===== config.mk =====
export PLATFORM = sky130hd
export DESIGN_NAME = reg_scoreboard
export DESIGN_NICKNAME = d
export VERILOG_FILES = /design/src/rtl/reg_scoreboard.sv
export SDC_FILE = /design/constraint.sdc
export NUM_CORES = 1
export LEC_CHECK = 0
export BUFFER_PORTS_ARGS = -buffer_cell sky130_fd_sc_hd__buf_2
export CAP_MARGIN = 20
export CORE_UTILIZATION = 30
export DETAILED_ROUTE_END_ITERATION = 8
export GPL_ROUTABILITY_DRIVEN = 0
export GPL_TIMING_DRIVEN = 0
export SYNTH_ARGS = -nofsm -noshare
export SYNTH_HDL_FRONTEND = slang
export SYNTH_SLANG_ARGS = --single-unit

===== constraint.sdc =====
create_clock -name clk -period 4.1 [get_ports clk]
set_clock_uncertainty 0.2 [all_clocks]
set_input_delay 0.615 -clock clk [delete_from_list [all_inputs] [get_ports clk]]
set_output_delay 0.615 -clock clk [all_outputs]
set_load 0.05 [all_outputs]

===== src/rtl/reg_scoreboard.sv =====
`default_nettype none
// ============================================================================
//  Module      : reg_scoreboard
//  Description : Register write scoreboard. Tracks up to three in-flight writes
//                per architectural register (x1..x31), stalls issue on RAW or
//                counter saturation, and flags write-backs that match nothing.
//  Revision    : 1.0 - initial release
// ============================================================================
module reg_scoreboard (
    input  logic        clk,
    input  logic        rst,
    input  logic        issue_valid,
    input  logic [4:0]  issue_rs1,
    input  logic [4:0]  issue_rs2,
    input  logic        issue_regwrite,
    input  logic [4:0]  issue_rd,
    input  logic        wb_valid,
    input  logic [4:0]  wb_rd,
    input  logic        flush,
    output logic        stall,
    output logic        issue_accept,
    output logic [31:0] pending,
    output logic [6:0]  inflight_count,
    output logic        wb_error
);

    localparam logic [1:0] C_CNT_MAX = 2'd3;

    // Per-register in-flight counters; x0 is never tracked.
    logic [1:0]        r_cnt [1:31];
    logic [31:0][1:0]  w_cntAll;
    logic [6:0]        r_inflight;
    logic              r_wbError;

    logic w_rdFull;
    logic w_inc;
    logic w_wbLive;
    logic w_dec;
    logic w_wbErr;

    // Flatten counters into a 32-entry view with x0 hard-wired to zero so any
    // 5-bit index can be used directly.
    always_comb begin
        w_cntAll = '0;
        for (int i = 1; i < 32; i++) begin
            w_cntAll[i] = r_cnt[i];
        end
    end

    // Pending bit per register: at least one write outstanding.
    always_comb begin
        pending = '0;
        for (int i = 1; i < 32; i++) begin
            pending[i] = (r_cnt[i] != 2'd0);
        end
    end

    // Issue hazard detection and acceptance; write-backs do not bypass here.
    always_comb begin
        w_rdFull     = issue_regwrite && (issue_rd != 5'd0) && (w_cntAll[issue_rd] == C_CNT_MAX);
        stall        = issue_valid && (pending[issue_rs1] || pending[issue_rs2] || w_rdFull);
        issue_accept = issue_valid && !stall && !flush;
        w_inc        = issue_accept && issue_regwrite && (issue_rd != 5'd0);
        w_wbLive     = wb_valid && (wb_rd != 5'd0);
        w_dec        = w_wbLive && (w_cntAll[wb_rd] != 2'd0);
        w_wbErr      = w_wbLive && (w_cntAll[wb_rd] == 2'd0) && !flush;
    end

    genvar gi;
    generate
        for (gi = 1; gi < 32; gi++) begin : g_cnt
            logic w_incHit;
            logic w_decHit;
            assign w_incHit = w_inc && (issue_rd == 5'(gi));
            assign w_decHit = w_dec && (wb_rd == 5'(gi));

            // Counter update: flush clears; matching issue and write-back cancel.
            always_ff @(posedge clk or negedge rst) begin
                if (!rst) begin
                    r_cnt[gi] <= 2'd0;
                end else if (flush) begin
                    r_cnt[gi] <= 2'd0;
                end else if (w_incHit && !w_decHit) begin
                    r_cnt[gi] <= r_cnt[gi] + 2'd1;
                end else if (w_decHit && !w_incHit) begin
                    r_cnt[gi] <= r_cnt[gi] - 2'd1;
                end
            end
        end
    endgenerate

    // Total in-flight writes tracks the counters edge for edge.
    always_ff @(posedge clk or negedge rst) begin
        if (!rst) begin
            r_inflight <= 7'd0;
        end else if (flush) begin
            r_inflight <= 7'd0;
        end else begin
            r_inflight <= r_inflight + {6'd0, w_inc} - {6'd0, w_dec};
        end
    end

    // Sticky error for a write-back to a register with nothing outstanding.
    always_ff @(posedge clk or negedge rst) begin
        if (!rst) begin
            r_wbError <= 1'b0;
        end else if (w_wbErr) begin
            r_wbError <= 1'b1;
        end
    end

    assign inflight_count = r_inflight;
    assign wb_error       = r_wbError;

endmodule
`default_nettype wire


Yosys cells after proc, flatten, opt, wreduce, memory -nomap -nowiden
Index checks and enable logic that the tools add are counted.
{"block": "classes", "eq_ne": 63, "reduce_logical": 267, "order_cmp": 4, "muxes": 102, "addsub": 64}
{"operator": "2-bit two-way mux", "count": 95}
{"operator": "5-bit == test (second input constant)", "count": 32}
{"operator": "1-bit logical AND", "count": 135}
{"operator": "3-bit nonzero test", "count": 31}
{"operator": "5-bit by 4-bit == test with 1-bit output (second input constant)", "count": 16}
{"operator": "1-bit logical NOT", "count": 64}
{"operator": "2-bit nonzero test", "count": 32}
{"operator": "2-bit by 1-bit adder with 2-bit output (second input constant)", "count": 31}
{"operator": "2-bit by 1-bit subtractor with 2-bit output (second input constant)", "count": 31}
{"operator": "5-bit by 3-bit == test with 1-bit output (second input constant)", "count": 8}
{"operator": "5-bit by 6-bit less-than comparator with 1-bit output (second input constant)", "count": 4}
{"operator": "2-bit binary-select mux with 5-bit select", "count": 2}
{"operator": "5-bit by 2-bit == test with 1-bit output (second input constant)", "count": 4}
{"operator": "1-bit binary-select mux with 5-bit select", "count": 2}
{"operator": "5-bit by 1-bit == test with 1-bit output (second input constant)", "count": 2}
{"operator": "5-bit nonzero test", "count": 2}
{"operator": "7-bit by 1-bit adder with 7-bit output", "count": 1}
{"operator": "7-bit two-way mux", "count": 1}
{"operator": "7-bit by 1-bit subtractor with 7-bit output", "count": 1}
{"operator": "2-bit == test (second input constant)", "count": 1}
{"operator": "2-bit logical NOT", "count": 1}
{"operator": "1-bit logical OR", "count": 2}
{"operator": "1-bit two-way mux", "count": 2}
{"block": "totals", "reg_bits": 70}

Longest topological paths before layout
{"block": "depth", "word_depth": 17, "depth_mapped": 22, "ltp_nobuf": 20}

Worst setup path after synthesis
No wires, ideal clock.
{"block": "synth_timing", "path_kind": "input-to-reg", "startpoint": "input issue_rs2[0]", "endpoint": "register r_inflight[6], in the netlist inflight_count[6]", "path_stages": 21, "t_arrival_ns": 3.877, "n_path_buf": 3, "setup_ns": 0.132, "path_slack_ns": -0.108, "cell_sequence": "buf_4 -> mux4_2 -> mux2_2 -> a211o_1 -> o2111ai_2 -> buf_8 -> buf_6 -> nor3b_1 -> nand2_1 -> ha_1 -> inv_1 -> ha_1 -> inv_1 -> fa_1 -> nor2b_1 -> o21ai_0 -> nand2b_1 -> a21o_1 -> a21oi_1 -> xnor2_1 -> nor2_1"}
{"block": "synth_between", "elab_chain_cells": 13}
{"item": "from (decl)", "line": "14", "text": "input logic [4:0] issue_rs2,"}
{"item": "1-bit binary-select mux with 5-bit select", "line": "61", "text": "stall = issue_valid && (pending[issue_rs1] || pending[issue_rs2] || w_rdFull);"}
{"item": "1-bit two-way mux (implied by the code)", "line": "61"}
{"item": "1-bit logical OR (2 in a row)", "line": "61"}
{"item": "1-bit logical AND", "line": "61"}
{"item": "1-bit logical NOT", "line": "62", "text": "issue_accept = issue_valid && !stall && !flush;"}
{"item": "1-bit logical AND (2 in a row)", "line": "62"}
{"item": "1-bit logical AND (2 in a row)", "line": "63", "text": "w_inc = issue_accept && issue_regwrite && (issue_rd != 5'd0);"}
{"item": "7-bit by 1-bit adder with 7-bit output", "line": "99", "text": "r_inflight <= r_inflight + {6'd0, w_inc} - {6'd0, w_dec};"}
{"item": "7-bit by 1-bit subtractor with 7-bit output", "line": "99"}
{"item": "7-bit two-way mux", "line": "96", "text": "end else if (flush) begin"}
{"item": "to (signal assigned)", "line": "99"}
{"item": "to (decl)", "line": "32", "text": "logic [6:0] r_inflight;"}
No other way between the ends. The select of a mux whose other input is x is not followed.
A chain may end at the register's enable or synchronous reset.

Worst setup path after layout
{"block": "layout_timing", "startpoint": "input issue_rd[0]", "endpoint": "register r_inflight[6], in the netlist inflight_count[6]"}
{"block": "layout_between", "elab_chain_cells": 14}
{"item": "from (decl)", "line": "16", "text": "input logic [4:0] issue_rd,"}
{"item": "2-bit binary-select mux with 5-bit select", "line": "60", "text": "w_rdFull = issue_regwrite && (issue_rd != 5'd0) && (w_cntAll[issue_rd] == C_CNT_MAX);"}
{"item": "2-bit two-way mux (implied by the code)", "line": "60"}
{"item": "2-bit == test", "line": "60"}
{"item": "1-bit logical AND", "line": "60"}
{"item": "1-bit logical OR", "line": "61"}
{"item": "1-bit logical AND", "line": "61"}
{"item": "1-bit logical NOT", "line": "62"}
{"item": "1-bit logical AND (2 in a row)", "line": "62"}
{"item": "1-bit logical AND", "line": "63"}
{"item": "1-bit logical AND *", "line": "63"}
{"item": "7-bit by 1-bit adder with 7-bit output *", "line": "99"}
{"item": "7-bit by 1-bit subtractor with 7-bit output *", "line": "99"}
{"item": "7-bit two-way mux *", "line": "96"}
Every way passes the cells marked *; elsewhere a longest branch is shown, timed or not. The select of a mux whose other input is x is not followed.

==> run_results.csv <==
group,metric,value,unit
logic_synthesis,yosysWarningCount,0,
logic_synthesis,synthesis.nets,748,
drt,drcViolationCount,0,
setup_path,critical_path_buf_inv_count,5,
timing,timing_worst_slew_pin_value,0.734,ns
logic_synthesis,synth_area,6330,µm²
final_layout,seqCellArea,1780,µm²
floorplanning,die_width,147,µm
place,place.detailed.hpwl,16400,µm
final_layout,antenna_cells_inserted,0,
power,p_per_area,274,nW/µm²
place,dp.cells,1041,
logic_synthesis,fraction_of_the_mapped_netlist_area_in_simple_logic_gates,24.6,%
timing,finalHoldViolCount,7,
logic_synthesis,number_of_synthesized_flops_with_an_enable_pin,0,
flow_run,max_cap_violations,0,
power,irDropWorstVdd,287,µV
min_path,worstHoldPathType,"input port to asynchronous set/reset pin",
logic_synthesis,synth_compound_gate_area_share,19.2,%
timing,hold-worst-slack,-0.00686,ns
final_layout,nNetsFinal,847,
setup_path,critical_path.top_delay_family,"adder cells",
cts,clk_pin_slew_worst_paths,0.05,ns
final_layout,fill_cells,2053,
setup_path,crit_path_max_incr_delay,0.52,ns
power,p_leak,3.54,nW
timing,period_minus_slack,3.96,ns
drt,ant_nets,0,
logic_synthesis,synth_top_family_by_area,"simple AND/OR/NAND/NOR gates",
global_routing,first_global_vias,5756,
global_routing,largest_net_degree_at_the_start_of_global_routing,45,
setup_path,critical_path.cell_chain,"buf_12 -> buf_8 -> buf_12 -> mux4_2 -> a22oi_2 -> nand2_2 -> a22oi_2 -> nor2_1 -> nor3b_2 -> nand2_1 -> ha_1 -> inv_1 -> ha_2 -> inv_2 -> fa_2 -> nor2b_4 -> o21ai_2 -> nand2b_1 -> a21o_1 -> a21oi_2 -> xnor2_1 -> nor2_1",
setup_path,r2r_slack,0.17,ns
final_layout,final_layout_size_suffix_gt1_share,32.2,%
drt,route.vias.total,6214,
logic_synthesis,synthDominantAreaCellType,"sky130_fd_sc_hd__dfrtp_1",
final_layout,instances_no_fill,1088,
setup_path,crit_fanout,6,
setup_path,critical_path.slowest_cell,"sky130_fd_sc_hd__mux4_2",
logic_synthesis,synth_largest_type_area_fraction,27.7,%
timing,report.final.slew_viol_count,0,
timing,timing.final.setup_violations,0,
floorplanning,die_height,147,µm
logic_synthesis,yosys_register_bits,70,
floorplanning,floorplan.rows,52,
place,numPortBuffers,56,
drt,drt_iter0_markers,578,
setup_path,worst_r2r_endpoint,"inflight_count[6]",
cts,cts-buffers-inserted,9,
logic_synthesis,cells_taking_the_most_area_after_synthesis,"sky130_fd_sc_hd__dfrtp_1 (28%), sky130_fd_sc_hd__mux4_2 (7.8%), sky130_fd_sc_hd__nor2_1 (4.9%)",
cts,cts-htree-levels,3,
drt,wl_per_cell,20.3,µm
timing,relSlewSlack,51.0,%
logic_synthesis,muxShareOfSynthArea,13.3,%
final_layout,multi_input_area,4370,µm²
logic_synthesis,unique_cell_type_count_in_the_yosys_netlist,76,
cts,post_cts_hold_buffer_count,0,
cts,tritoncts,"yes",
cts,cts.sink_count,70,
global_routing,grt_pass1_wl,33800,µm
setup_path,worst_r2r_startpoint,"r_cnt[18]",
floorplanning,core_area,20500,µm²
setup_path,crit_path_class,"input port to flip-flop",
floorplanning,boundary_pin_count,68,
setup_path,worst-endpoint-required,4.11,ns
power,power.total,2.16,mW
drt,drt-vias-per-instance,5.71,
cts,clkLatencyLatePin,0.35,ns
cts,cts-root-buf,"sky130_fd_sc_hd__clkbuf_16",
cts,cts_max_path_buffers,2,
logic_synthesis,synthArstFlopShare,100,%
setup_path,crit_path_end_kind,"flip-flop",
final_layout,layout-area-overhead-vs-synth,24.5,%
logic_synthesis,synth_seq_area_share,27.7,%
logic_synthesis,netlist_instances,714,
timing,fin_crit_sh,96.5,%
timing,max_freq,253,MHz
drt,detail_route.wirelength,22100,µm
floorplanning,die_area,21700,µm²
global_routing,grt.overflow.total,0,
global_routing,total_global_routing_track_utilization,20.6,%
setup_path,cp.arrival,3.97,ns
floorplanning,starting_density_of_the_core,30.9,%
outcome,violated_checks,"hold timing",
setup_path,cp-start-kind,"input port",
outcome,status,"complete, but fails checks",
drt,drt_first_pass_iters,5,
setup_path,r2r_depth,19,
logic_synthesis,post_synth_fa_ha_maj_area_fraction,1.70,%
logic_synthesis,post_synthesis_average_cell_area,8.87,µm²
final_layout,utilization,38.5,%
logic_synthesis,synthXorXnorAreaFrac,6.12,%
logic_synthesis,synth_ff_type,"sky130_fd_sc_hd__dfrtp_1",
timing,rsz0062_at_grt,"yes",
global_routing,antenna_found_initial,0,
## through the flow
step | TNS [ns] | worst slack, ns | cell area (µm²) | hold WS [ns]
after global routing | -0.111 | -0.111 | 7890 | 0.0202
after floorplan | 0 | 0.0236 | 6350 | 0.119
after CTS | 0 | 0.00338 | 7400 | 0.00990
final | 0 | 0.142 | 7890 | -0.00686
after global placement | -1.51 | -0.561 | 6970 | 0.259
after detailed placement | -1.63 | -0.598 | 7000 | 0.299
## cell usage in the layout, fill, tap and decap left out, types with 11 or more instances in the layout
master                      instances
sky130_fd_sc_hd__inv_1             47
sky130_fd_sc_hd__nand4_1           13
sky130_fd_sc_hd__nor3_1            24
sky130_fd_sc_hd__buf_2             69
sky130_fd_sc_hd__nand2_1           48
sky130_fd_sc_hd__o21a_1            18
sky130_fd_sc_hd__dfrtp_2           21
sky130_fd_sc_hd__nor2_4            19
sky130_fd_sc_hd__o21ai_0           20
sky130_fd_sc_hd__o311ai_0          12
sky130_fd_sc_hd__nor2b_1           11
sky130_fd_sc_hd__mux4_2            22
sky130_fd_sc_hd__clkbuf_16         11
sky130_fd_sc_hd__clkbuf_1          18
sky130_fd_sc_hd__o211ai_1          11
sky130_fd_sc_hd__nor4_1            13
sky130_fd_sc_hd__a21o_1            27
sky130_fd_sc_hd__nand3_1           21
sky130_fd_sc_hd__nor2_1            57
sky130_fd_sc_hd__buf_4             37
sky130_fd_sc_hd__a21oi_1           23
sky130_fd_sc_hd__dfrtp_1           49
sky130_fd_sc_hd__mux2i_1           23
sky130_fd_sc_hd__xnor2_1           26
## cell type report
type / instances / area share [%]
timing repair buffer: 90 / 7.90
sequential: 70 / 22.5
inverter: 49 / 2.33
buffer: 48 / 4.16
tap: 270 / 4.28
clock buffer: 15 / 3.27
clock inverter: 1 / 0.0635
multi-input combinational: 545 / 55.5
## worst max path at each step
| stage | start | to | slack, ns | cells after the start |
|---|---|---|---|---|
| floorplan | issue_rs2[0] | inflight_count[6] | 0.02 | 21 |
| finish | issue_rd[0] | inflight_count[6] | 0.14 | 22 |
| CTS | issue_rd[0] | inflight_count[6] | 0.003 | 22 |
| detailed placement | issue_rd[0] | inflight_count[6] | -0.60 | 22 |
| global placement | issue_rd[0] | inflight_count[6] | -0.56 | 22 |
| global route | issue_rd[0] | inflight_count[6] | -0.11 | 22 |
## routing by layer
layer / track usage, % / wire [µm] / vias up
li1: - / - / 2825
met1: 28.8 / 9710 / 2995
met3: 4.63 / 1920 / 56
met4: 8.56 / 817 / 0
met2: 30.4 / 9630 / 338
met5: 0 / 0 / -
## where the power goes
group	internal (mW)	switching (mW)	leakage [nW]
logic	0.269	0.423	2.48
clock network	0.426	0.303	0.128
registers	0.718	0.0253	0.930
## state kept, by name, indices dropped and copies added, names as in the netlist
| register | flops |
|---|---|
| inflight_count | 7 |
| r_cnt | 62 |
| wb_error | 1 |
## repair_timing
action                                  in CTS  in global routing
gates resized for setup                     37                 79
buffers inserted                             2                 29
pin swaps                                    1                 22
endpoints found under the setup margin       3                  3
cloned                                       0                  2
## kinds of logic (layout without fill, tap and decap cells)
family          Yosys count  count (layout)
buf+inv                  99             203
mux                      55              55
compound gates          167             167
xor+xnor                 38              38
other cells               1               1
flops                    70              70
simple gates            276             276
fa+ha+maj                 8               8
## Yosys cell counts (6+ instances only)
cell type                  count
sky130_fd_sc_hd__a211oi_1      6
sky130_fd_sc_hd__a21o_1       27
sky130_fd_sc_hd__a21oi_1      24
sky130_fd_sc_hd__and2_1        6
sky130_fd_sc_hd__buf_2        22
sky130_fd_sc_hd__clkbuf_1     15
sky130_fd_sc_hd__dfrtp_1      70
sky130_fd_sc_hd__ha_1          7
sky130_fd_sc_hd__inv_1        48
sky130_fd_sc_hd__mux2_2        9
sky130_fd_sc_hd__mux2i_1      23
sky130_fd_sc_hd__mux4_2       22
sky130_fd_sc_hd__nand2_1      49
sky130_fd_sc_hd__nand2b_1      9
sky130_fd_sc_hd__nand3_1      21
sky130_fd_sc_hd__nand4_1      13
sky130_fd_sc_hd__nor2_1       83
sky130_fd_sc_hd__nor2b_1      14
sky130_fd_sc_hd__nor3_1       25
sky130_fd_sc_hd__nor4_1       13
sky130_fd_sc_hd__nor4_2        6
sky130_fd_sc_hd__o211ai_1     11
sky130_fd_sc_hd__o21a_1       18
sky130_fd_sc_hd__o21ai_0      21
sky130_fd_sc_hd__o311ai_0     12
sky130_fd_sc_hd__xnor2_1      26
sky130_fd_sc_hd__xor2_1        8
Note: power is estimated with default switching activity, not from simulation.
